## src/rtl/seg_display_capture.sv

```systemverilog
// Two-digit seven-segment display monitor: debounces the multiplexed lines, decodes each digit and
// reports Value/Valid/Up/Down/Err STABLE_CYC+3 edges after the raw change; purely observing, no backpressure.
module seg_display_capture #(
  parameter int unsigned STABLE_CYC     = 4,
  parameter bit          SEG_ACTIVE_LOW = 1'b1
) (
  input  logic       Clk,
  input  logic       Rst,
  input  logic       SegSel,
  input  logic       CA,
  input  logic       CB,
  input  logic       CC,
  input  logic       CD,
  input  logic       CE,
  input  logic       CF,
  input  logic       CG,
  output logic [7:0] Value,
  output logic       Valid,
  output logic       Up,
  output logic       Down,
  output logic       Err
);

  localparam logic [7:0] RUN_MAX = 8'(STABLE_CYC);
  localparam logic [7:0] RUN_ACC = 8'(STABLE_CYC - 1);

  // Returns {legal, nibble} for a lit-high {a..g} pattern.
  function automatic logic [4:0] decode(input logic [6:0] lit);
    case (lit)
      7'b1111110: decode = {1'b1, 4'h0};
      7'b0110000: decode = {1'b1, 4'h1};
      7'b1101101: decode = {1'b1, 4'h2};
      7'b1111001: decode = {1'b1, 4'h3};
      7'b0110011: decode = {1'b1, 4'h4};
      7'b1011011: decode = {1'b1, 4'h5};
      7'b1011111: decode = {1'b1, 4'h6};
      7'b1110000: decode = {1'b1, 4'h7};
      7'b1111111: decode = {1'b1, 4'h8};
      7'b1111011: decode = {1'b1, 4'h9};
      7'b1110111: decode = {1'b1, 4'hA};
      7'b0011111: decode = {1'b1, 4'hB};
      7'b1001110: decode = {1'b1, 4'hC};
      7'b0111101: decode = {1'b1, 4'hD};
      7'b1001111: decode = {1'b1, 4'hE};
      7'b1000111: decode = {1'b1, 4'hF};
      default:    decode = 5'b0_0000;
    endcase
  endfunction

  logic [7:0] raw;
  logic [7:0] sync1_q, sync2_q, prev_q;
  logic [7:0] run_q, run_d;
  logic [3:0] slot0_q, slot0_d, slot1_q, slot1_d;
  logic [1:0] fresh_q, fresh_d;
  logic       bad_q, bad_d;
  logic       seen_q;
  logic [7:0] value_q;
  logic       valid_q, up_q, down_q, err_q;

  logic       same, accept, sel, complete;
  logic [6:0] lit;
  logic [4:0] dec;
  logic [7:0] frame;

  assign raw      = {SegSel, CA, CB, CC, CD, CE, CF, CG};
  assign same     = (sync2_q == prev_q);
  assign accept   = same && (run_q == RUN_ACC);
  assign sel      = sync2_q[7];
  assign lit      = SEG_ACTIVE_LOW ? ~sync2_q[6:0] : sync2_q[6:0];
  assign dec      = decode(lit);
  assign frame    = {slot1_q, slot0_q};
  assign complete = &fresh_q;

  always_comb begin
    run_d   = same ? ((run_q == RUN_MAX) ? run_q : run_q + 8'd1) : 8'd1;
    slot0_d = slot0_q;
    slot1_d = slot1_q;
    fresh_d = complete ? 2'b00 : fresh_q;
    bad_d   = 1'b0;
    // Blank patterns fall through untouched; only lit, undecodable ones are errors.
    if (accept && (lit != 7'd0)) begin
      if (dec[4]) begin
        if (sel) slot1_d = dec[3:0];
        else     slot0_d = dec[3:0];
        fresh_d[sel] = 1'b1;
      end else begin
        bad_d        = 1'b1;
        fresh_d[sel] = 1'b0;
      end
    end
  end

  always_ff @(posedge Clk or negedge Rst) begin
    if (!Rst) begin
      sync1_q <= 8'h00;
      sync2_q <= 8'h00;
      prev_q  <= 8'h00;
      run_q   <= 8'h00;
      slot0_q <= 4'h0;
      slot1_q <= 4'h0;
      fresh_q <= 2'b00;
      bad_q   <= 1'b0;
      seen_q  <= 1'b0;
      value_q <= 8'h00;
      valid_q <= 1'b0;
      up_q    <= 1'b0;
      down_q  <= 1'b0;
      err_q   <= 1'b0;
    end else begin
      sync1_q <= raw;
      sync2_q <= sync1_q;
      prev_q  <= sync2_q;
      run_q   <= run_d;
      slot0_q <= slot0_d;
      slot1_q <= slot1_d;
      fresh_q <= fresh_d;
      bad_q   <= bad_d;
      seen_q  <= seen_q | complete;
      value_q <= complete ? frame : value_q;
      valid_q <= complete;
      up_q    <= complete && seen_q && (frame == value_q + 8'd1);
      down_q  <= complete && seen_q && (frame == value_q - 8'd1);
      err_q   <= bad_q;
    end
  end

  assign Value = value_q;
  assign Valid = valid_q;
  assign Up    = up_q;
  assign Down  = down_q;
  assign Err   = err_q;

endmodule

```

## config.mk

```make
export PLATFORM = sky130hd
export DESIGN_NAME = seg_display_capture
export DESIGN_NICKNAME = d
export VERILOG_FILES = /design/src/rtl/seg_display_capture.sv
export SDC_FILE = /design/constraint.sdc
export NUM_CORES = 1
export LEC_CHECK = 0
export ABC_AREA = 1
export ABC_CLOCK_PERIOD_IN_PS = 2400
export CELL_PAD_IN_SITES_DETAIL_PLACEMENT = 0
export CELL_PAD_IN_SITES_GLOBAL_PLACEMENT = 1
export CORE_ASPECT_RATIO = 1.1
export CORE_MARGIN = 2
export CORE_UTILIZATION = 45
export DETAILED_ROUTE_END_ITERATION = 8
export DONT_BUFFER_PORTS = 1
export PLACE_DENSITY = 0.72
export REMOVE_ABC_BUFFERS = 1
export SLEW_MARGIN = 20
export SYNTH_ARGS = -nofsm -noshare
export SYNTH_HDL_FRONTEND = slang
export SYNTH_SLANG_ARGS = --single-unit
export TNS_END_PERCENT = 10
```

## constraint.sdc

```tcl
create_clock -name Clk -period 2.4 [get_ports Clk]
set_input_delay 0.36 -clock Clk [delete_from_list [all_inputs] [get_ports Clk]]
set_output_delay 0.36 -clock Clk [all_outputs]
set_load 0.1 [all_outputs]
```

## Word-level counts from Yosys, hierarchy flattened

Index checks and enable logic that the tools add are counted.

| storage, ports and cells | value |
|---|---|
| bits in registers | 56 |
| output and inout port bits | 12 |
| word-level logic and storage cells | 67 |

| cells by class | value |
|---|---|
| $add $sub $neg | 3 |
| $lt $le $gt $ge | 2 |
| eq/ne operators | 22 |
| multiplexer cells | 10 |
| bitwise gates (word level) | 6 |
| reductions and logical operators | 10 |

Operators by type and width:

| cell | count |
|---|---|
| == test 7 bit, second input constant | 12 |
| case mux 5 bit (16 select lines) | 1 |
| == test 8 bit | 3 |
| == test 7 x 6 -> 1 bit, second input constant | 3 |
| adder 8 x 1 -> 8 bit, second input constant | 2 |
| two-way mux 8 bit | 2 |
| == test 8 x 2 -> 1 bit, second input constant | 1 |
| == test 8 x 3 -> 1 bit, second input constant | 1 |
| subtractor 8 x 1 -> 8 bit, second input constant | 1 |
| == test 7 x 5 -> 1 bit, second input constant | 1 |
| inverter 7 bit | 1 |
| nonzero test 7 bit | 1 |
| logical AND 1 bit | 6 |
| two-way mux 2 bit | 3 |
| AND reduction 3 bit | 2 |
| two-way mux 1 bit | 3 |
| bitwise AND 2 bit | 1 |
| < comparator 1 x 2 -> 1 bit, second input constant | 1 |
| inequality test 2 bit, second input constant | 1 |
| inverter 2 bit | 1 |
| bitwise OR 2 bit | 1 |
| AND reduction 2 bit | 1 |
| demux 1 bit (select 1 bit) | 1 |
| >= comparator 1 bit, second input constant | 1 |
| 2 further kinds | 2 |

## Longest topological paths before layout

Gate-level depths: netlist (run 1).

| logic depth | value |
|---|---|
| word-level depth | 8 |
| depth in mapped cells | 12 |
| gate-level depth less buffers | 12 |

## Worst setup path after synthesis (run 1)

Ideal clock, no wire load.

| path | value |
|---|---|
| kind | flip-flop to flip-flop |
| start point | register value_q[0], in the netlist Value[0] |
| end point | register up_q, in the netlist Up |
| setup time | 0.071 ns |
| arrival time | 2.045 ns |
| path slack | 0.284 ns |
| cell stages (with the launch flop) | 8 |
| buffers on the path | 0 |
| clock period less this slack | 2.116 ns |
| cells stage by stage | dfrtp_1 > inv_1 > ha_1 > xor2_1 > a21o_1 > nor3_1 > nand2_1 > nor2_1 |

| between the ends | value |
|---|---|
| cells in the longest elaborated chain, start to end | 3 |

Ends and longest elaborated chain:

| what | line | RTL |
|---|---|---|
| start, declared | 57 | `logic [7:0] value_q;` |
| start signal, assigned | 119 | `value_q <= complete ? frame : value_q;` |
| adder 8 x 1 -> 8 bit | 121 | `up_q <= complete && seen_q && (frame == value_q + 8'd1);` |
| == test 8 bit | 121 |  |
| logical AND 1 bit | 121 |  |
| end signal, assigned | 121 |  |
| end, declared | 58 | `logic valid_q, up_q, down_q, err_q;` |

No other way between the ends.
A chain may end at the register's enable or synchronous reset.

## Final worst setup path (run 1)

| path | value |
|---|---|
| start point | register value_q[0], in the netlist Value[0] |
| end point | register down_q, in the netlist Down |

| between the ends | value |
|---|---|
| cells in the longest elaborated chain, start to end | 3 |

Ends and longest elaborated chain:

| what | line | RTL |
|---|---|---|
| subtractor 8 x 1 -> 8 bit | 122 | `down_q <= complete && seen_q && (frame == value_q - 8'd1);` |
| == test 8 bit | 122 |  |
| logical AND 1 bit | 122 |  |
| end signal, assigned | 122 |  |
| end, declared | 58 |  |

No other way between the ends.

==> summary.md, run 1 <==
| Metric | Value |
|---|---|
| Outcome | complete, no violations |
| CP endpoint kind | flip-flop |
| Yosys warnings | 0 |
| Area of the multi-input gates | 1170 um^2 |
| Io pins | 22 |
| Cell taking the most area after synthesis | dfrtp_1 |
| Logic gate share of total power | 4.8% |
| Reg2reg path depth | 7 |
| N_diodes | 0 |
| H-tree levels | 2 |
| Sequential cell area | 1400 um^2 |
| Initial DRC Count | 73 |
| Clk Latency, worst-skew pair | 0.31 ns |
| Synth cell types | 29 |
| VDD IR-drop max | 409 uV |
| Drt wl/cell | 11.8 um |
| CP Data Required Time | 2.64 ns |
| Pin count of the biggest net entering global routing | 57 |
| Setup Viol. Count Final | 0 |
| Pleak | ~0.0016 uW |
| Antenna violations before repair | 0 |
| DR vias/cell | 4.75 |
| Post-synth EDFFs | 0 |
| Post-Synthesis Cells | 316 |
| Vias | approximately 2000 |
| Clock Tree Root | clkbuf_8 |
| Fin Hold WS | 0.0779 ns |
| First-pass DRT Iterations | 4 |
| Register area share after synthesis | 51.4% |
| Share of synthesized registers carrying an async set or reset | 100% |
| Post-cts hold buffer count | 2 |
| Worst-margin pin slew | 0.865 ns |
| Crit path DAT | 1.86 ns |
| Peak Freq | approximately 620 MHz |
| Final setup TNS | 0 ns |
| Initial Util | a little under half |
| Post-CTS Setup Inserts | 0 |
| Die H | 85.7 um |
| Number of global-route vias before repair | 1947 |
| Critical Path Start | Value[0] |
| Reg2reg setup slack | 0.78 ns |
| Synth Area per Inst | 8.63 um^2 |
| CP Max Fanout | 5 |
| Die width | 78.2 um |
| Fin crit period | 1.62 ns |
| Min-Delay Path Class | primary input to flip-flop |
| Crit Path Category | flip-flop to flip-flop |
| Clock skew | 0.00989 ns |
| Clock power share | 35.8% |
| DRC errors left | 0 |
| Fin. Hold Viols | 0 |
| CTS max path bufs | 2 |
| Routability Congestion | 0.866 |
| Post-DP Area | 2890 um^2 |
| Area of the die | 6700 um^2 |
| Slew Limit Fails | 0 |
| Reg2reg end | Down |
| Reg-to-reg critical path startpoint | Value[0] |
| Setup WS pre-CTS | about 0.8 ns |
| Antenna Nets Post-Route | 0 |
| Setup ws final | 0.779 ns |
| Synthesized area | 2730 um^2 |
| GRT Util Overall | between 10% and 20% |
| Worst-path clk slew | 0.10 ns |
| Post-synth top area share | 51.4% |
| Relative slew slack | 42.4% |
| Crit path capture | Down |
| #FFs+latches synth | 56 |
| Primary FF master, synth | dfrtp_1 |
| Core area | ~5800 um^2 |
| Filler cell count | 553 |
| Max-Cap Viols | 0 |
| Fin cells | between 400 and 500 |
| Cell area after layout | 3030 um^2 |
| CP startpoint kind | flip-flop |
| RSZ-0062 raised after global routing | false |
| Synth top area cells | dfrtp_1 51%, nand2_1 9.9%, nor2_1 5.0%, inv_1 4.8%, xor2_1 4.5% |
| Dpl hpwl | 3710 um |
| Clock sink count | 56 |
| Psw | 354 uW |
| Grt total ovfl | 0 |
| Final net count | 347 |
| Cell internal pwr | 1300 uW |
| Area growth syn-to-layout | 11.2% |
| WL final | just under 5000 um |
| PostCTS Resize Cnt | 0 |
| Sw Share | about a fifth |
| Row cnt | 29 |
| Crit share post-route | approximately 68% |
| Placed Instances | 401 |
| Clock buffer count from CTS | 5 |
| Layout cell share with drive strength beyond 1 | between 10% and 20% |
| Port buffer count | 0 |
| Seq pwr share | between 50% and 60% |
| CTS tree | done |
| Power Dens Cells | about 550 nW/um^2 |
| First-pass GRT wire length | 8800 um |
[worst min-delay path by stage]
stage | start | to | cells after the start
2_1_floorplan | Rst | Down | 0
3_3_place_gp | Rst | Value[1] | 0
3_5_place_dp | Rst | Value[1] | 0
4_1_cts | CA | sync1_q[6] | 0
5_1_grt | CA | sync1_q[6] | 0
6_report | CA | sync1_q[6] | 0
[layout make-up]
cell class	count	area share (%)
well taps	77	3.18
multi-input cells	219	38.7
clock buffers	6	2.39
clock inverters	2	1.16
repair buffers	11	3.47
flip-flops and latches	56	46.2
inverters	40	4.95
[worst max-delay path, stage by stage, from the launching register on]
cell and delay, ns:
dfrtp_1 0.44, buf_4 0.33, xor2_1 0.17, and3_1 0.19
nand2_1 0.06, nor2_1 0.18, nand3b_1 0.10, nor2_1 0.08
[cells in the final DEF, fill, tap and decap left out, types with 2 or more instances in the layout]
cell and instances:
clkbuf_8 5, o21ai_0 13, nand3b_1 3, nand4_1 6, o21ai_1 5, nor2_2 8
ha_1 4, buf_4 9, or2_2 2, nor2_4 4, nor3_1 4, a21oi_1 4
nand2_4 3, nand2_2 3, inv_2 5, nor2_1 36, nand3_1 21, dfrtp_1 56
xor2_1 14, nand2_1 72, xnor2_1 9, inv_1 35
[per-stage QoR]
step	utilization (%)	power, uW
3_3_place_gp	49.7	1060
4_1_cts	52.2	1680
5_1_grt	52.2	1730
3_5_place_dp	49.7	1060
2_1_floorplan	-	1040
6_report	52.2	1650
[kinds of logic (layout without fill, tap and decap cells)]
| family | after synthesis | after routing | share of synthesized area (%) |
|---|---|---|---|
| AND/OR/NAND/NOR | 165 | 165 | 28.4 |
| flip-flops | 56 | 56 | 51.4 |
| buffers and inverters | 41 | 59 | 5.64 |
| AO/OA/AOI/OAI | 27 | 27 | 5.37 |
| XOR/XNOR | 23 | 23 | 7.39 |
| adder cells (fa/ha/maj) | 4 | 4 | 1.83 |
[power by group through the flow]
stage | Clock, uW | Sequential, uW | Combinational, uW
3_5_place_dp | 0 | 1000 | 56.3
5_1_grt | 647 | 986 | 93.4
3_3_place_gp | 0 | 1000 | 57.5
4_1_cts | 620 | 982 | 82.5
2_1_floorplan | 0 | 997 | 47.7
6_report | 592 | 981 | 79.9
[flip-flops by register name (all words and copies together), names as in the netlist]
signal	count
sync1_q	8
Down	1
Up	1
prev_q	8
slot1_q	4
Value	8
Valid	1
slot0_q	4
bad_q	1
fresh_q	2
Err	1
run_q	8
sync2_q	8
seen_q	1
[synthesized netlist by cell type, types with 2 or more instances]
| master | count |
|---|---|
| a21oi_1 | 4 |
| nor2_2 | 8 |
| nand4_1 | 6 |
| o21ai_0 | 13 |
| ha_1 | 4 |
| nor2_1 | 36 |
| nand2_2 | 3 |
| nor2_4 | 4 |
| inv_2 | 5 |
| inv_1 | 35 |
| nor3_1 | 4 |
| xor2_1 | 14 |
| nand2_4 | 3 |
| nand2_1 | 72 |
| nand3_1 | 21 |
| xnor2_1 | 9 |
| nand3b_1 | 3 |
| o21ai_1 | 5 |
| dfrtp_1 | 56 |
| or2_2 | 2 |
[layer usage]
| layer | global-route usage (%) | vias to the layer above | routed length (um) |
|---|---|---|---|
| met4 | 7.18 | 0 | 102 |
| met5 | 0 | - | 0 |
| met3 | 3.05 | 10 | 202 |
| met1 | 20.0 | 879 | 2110 |
| li1 | - | 1026 | - |
| met2 | 29.9 | 39 | 2440 |
No activity file was read; power rests on OpenSTA's default activity.
==> run 2: changes to the inputs <==
--- a/config.mk
+++ b/config.mk
@@ -6,12 +6,12 @@
 export NUM_CORES = 1
 export LEC_CHECK = 0
 export ABC_AREA = 1
-export ABC_CLOCK_PERIOD_IN_PS = 2400
+export ABC_CLOCK_PERIOD_IN_PS = 1400
 export CELL_PAD_IN_SITES_DETAIL_PLACEMENT = 0
 export CELL_PAD_IN_SITES_GLOBAL_PLACEMENT = 1
 export CORE_ASPECT_RATIO = 1.1
 export CORE_MARGIN = 2
-export CORE_UTILIZATION = 45
+export CORE_UTILIZATION = 43
 export DETAILED_ROUTE_END_ITERATION = 8
 export DONT_BUFFER_PORTS = 1
 export PLACE_DENSITY = 0.72
==> constraint.sdc (replaced) <==
create_clock -name Clk -period 1.4 [get_ports Clk]
set_input_delay 0.21 -clock Clk [delete_from_list [all_inputs] [get_ports Clk]]
set_output_delay 0.21 -clock Clk [all_outputs]
set_load 0.1 [all_outputs]
==> summary.md, run 2 (synthesized netlist as in run 1, its figures left out) <==
| Metric | Value |
|---|---|
| Pleak | 0.00182 uW (was 0.00157 uW) |
| First-pass DRT Iterations | 4 (unchanged) |
| Number of global-route vias before repair | 2146 (was 1947) |
| DRC errors left | 0 (unchanged) |
| First-pass GRT wire length | 9320 um (was 8800 um) |
| Max-Cap Viols | 0 (unchanged) |
| Area growth syn-to-layout | 32.2% (was 11.2%) |
| Outcome | finished with violations (was complete, no violations) |
| Logic gate share of total power | 5.8% (was 4.8%) |
| Pin count of the biggest net entering global routing | 57 (unchanged) |
| WL final | 5360 um (was 4860 um) |
| Clock skew | 0.0146 ns (was 0.00989 ns) |
| Row cnt | 30 (was 29) |
| Critical Path Start | sync2_q[3] (was Value[0]) |
| Die H | 87.5 um (was 85.7 um) |
| Setup Viol. Count Final | 15 (was 0) |
| Post-DP Area | 3150 um^2 (was 2890 um^2) |
| Antenna Nets Post-Route | 0 (unchanged) |
| Fin. Hold Viols | 56 (was 0) |
| Seq pwr share | 57.6% (was 59.4%) |
| Die width | 79.9 um (was 78.2 um) |
| Setup ws final | -0.144 ns (was 0.779 ns) |
| Reg-to-reg critical path startpoint | sync2_q[3] (was Value[0]) |
| Core area | 6160 um^2 (was 5810 um^2) |
| Layout cell share with drive strength beyond 1 | 34.9% (was 12.9%) |
| Clock buffer count from CTS | 5 (unchanged) |
| Min-Delay Path Class | primary input to asynchronous set/reset pin (was primary input to flip-flop) |
| Clock sink count | 56 (unchanged) |
| Power Dens Cells | 813 nW/um^2 (was 545 nW/um^2) |
| RSZ-0062 raised after global routing | true (was false) |
| Initial DRC Count | 55 (was 73) |
| Final net count | 397 (was 347) |
| Crit Path Category | flip-flop to flip-flop (unchanged) |
| CP Max Fanout | 6 (was 5) |
| Most frequent cells in the layout | 63 x nand2_1, 50 x buf_4, 47 x dfrtp_1, 29 x inv_1, 26 x nor2_1 (was 72 x nand2_1, 56 x dfrtp_1, 36 x nor2_1, 35 x inv_1, 21 x nand3_1) |
| Clock power share | 36.6% (was 35.8%) |
| Fin crit period | 1.54 ns (was 1.62 ns) |
| Worst-path clk slew | 0.10 ns (about the same) |
| Port buffer count | 0 (unchanged) |
| Sw Share | 22.4% (was 21.4%) |
| Routability Congestion | 0.859 (was 0.866) |
| Violated checks | negative hold slack, negative setup slack |
| Io pins | 22 (unchanged) |
| Peak Freq | 648 MHz (was 617 MHz) |
| Drt wl/cell | 11.5 um (was 11.8 um) |
| Grt total ovfl | 0 (unchanged) |
| Slew Limit Fails | 0 (unchanged) |
| Initial Util | 44.3% (was 47.0%) |
| Cell area after layout | 3610 um^2 (was 3030 um^2) |
| N_diodes | 0 (unchanged) |
| Commonest non-fill, non-tap cell in the layout | nand2_1 (unchanged) |
| CTS tree | done (unchanged) |
| Total power | 2930 uW (was 1650 uW) |
| Worst-margin pin slew | 0.323 ns (was 0.865 ns) |
| Crit share post-route | 110% (was 67.5%) |
| CP startpoint kind | flip-flop (unchanged) |
| Clock Tree Root | clkbuf_8 (unchanged) |
| VDD IR-drop max | 560 uV (was 409 uV) |
| Clk Latency, worst-skew pair | 0.32 ns (was 0.31 ns) |
| Crit path DAT | 1.77 ns (was 1.86 ns) |
| Dpl hpwl | 3920 um (was 3710 um) |
| CP Data Required Time | 1.62 ns (was 2.64 ns) |
| DR vias/cell | 4.70 (was 4.75) |
| Cell internal pwr | 2280 uW (was 1300 uW) |
| CTS max path bufs | 2 (unchanged) |
| Share of the core filled with cells | 58.6% (was 52.2%) |
| Psw | 657 uW (was 354 uW) |
| Area of the die | 7000 um^2 (was 6700 um^2) |
| Antenna violations before repair | 0 (unchanged) |
| Fin Hold WS | -0.428 ns (was 0.0779 ns) |
| GRT Util Overall | 17.2% (was 16.8%) |
| Post-cts hold buffer count | 8 (was 2) |
| CP endpoint kind | flip-flop (unchanged) |
| Relative slew slack | 78.4% (was 42.4%) |
| Vias | 2179 (was 1954) |
| H-tree levels | 2 (unchanged) |
run 2: cell types whose count changed in the layout (fill, tap and decap cells not counted), sizes merged:
cell / before / now
dlygate4sd3: 1 / 8
buf: 10 / 52
inv: 40 / 41
clkbuf: 6 / 5
clkinv: 1 / 0
nor2: 48 / 49
clkinvlp: 0 / 1
run 2: repair_timing:
| item | 4_1_cts | 5_1_grt |
|---|---|---|
| endpoints found under the setup margin | 21 | 21 |
| setup buffers | 4 | 4 |
| pin swaps | 7 | 16 |
| gates cloned | 0 | 1 |
| resized for setup | 22 | 37 |
| endpoints found under the hold margin | 64 | 56 |
run 2: path summary, 6_finish.rpt:
path / end / slack (ns) / depth (start not counted)
max: slot1_q[1] / -0.14 / 11
min: sync2_q[1] / -0.43 / 0
max reg2reg: slot1_q[1] / -0.14 / 11
min reg2reg: sync2_q[5] / 0.36 / 0
max in group asynchronous: sync2_q[6] / 1.72 / 0
min in group Clk: sync2_q[5] / 0.36 / 0
run 2: critical path, cell delays in order, from the launching register on:
cell and delay (ns):
dfrtp_2 0.50, buf_6 0.15, nand2_2 0.05, inv_2 0.03, nand4_1 0.09, nand3_2 0.12
nor2_4 0.15, nand2_4 0.10, nand2_4 0.11, nand2_1 0.06, nand2_1 0.05, inv_1 0.03
run 2: per-stage QoR:
step / instances / TNS (ns) / setup slack (ns)
after floorplan: 315 / -1.47 / -0.716
after global placement: 439 / -2.62 / -0.197
after detailed placement: 439 / -3.07 / -0.290
after CTS: 459 / -1.96 / -0.169
after global routing: 464 / -3.79 / -0.259
final: 464 / -1.41 / -0.144
run 2: power groups by stage:
stage	clock network [uW]	logic (uW)	registers [uW]
floorplan	0	81.7	1710
global placement	0	121	1710
detailed placement	0	120	1720
CTS	1110	142	1690
global route	1190	187	1690
finish	1070	171	1690
run 2: per-layer routing:
layer	up-vias	track usage (%)	routed length (um)
li1	1132	-	-
met1	1006	20.1	2260
met2	35	31.2	2870
met3	6	3.81	157
met4	0	5.86	69
met5	-	0	0
run 2: final cells by class:
type                            instances  area, um^2
Tap cell                               80         100
Timing Repair Buffer                   60         478
Sequential cell                        56        1410
Clock buffer                            5        68.8
Inverter                               40         153
Multi-Input combinational cell        220        1350
Fill cell                             596        2550
Clock inverter                          3        46.3
==> run 3: changes to the inputs <==
--- a/config.mk
+++ b/config.mk
@@ -12,6 +12,7 @@
 export CORE_ASPECT_RATIO = 1.1
 export CORE_MARGIN = 2
 export CORE_UTILIZATION = 43
+export CTS_CLUSTER_DIAMETER = 30
 export DETAILED_ROUTE_END_ITERATION = 8
 export DONT_BUFFER_PORTS = 1
 export PLACE_DENSITY = 0.72
==> results of run 3 <==
Same layout as run 2: the final DEF is identical, and so are final timing and power.
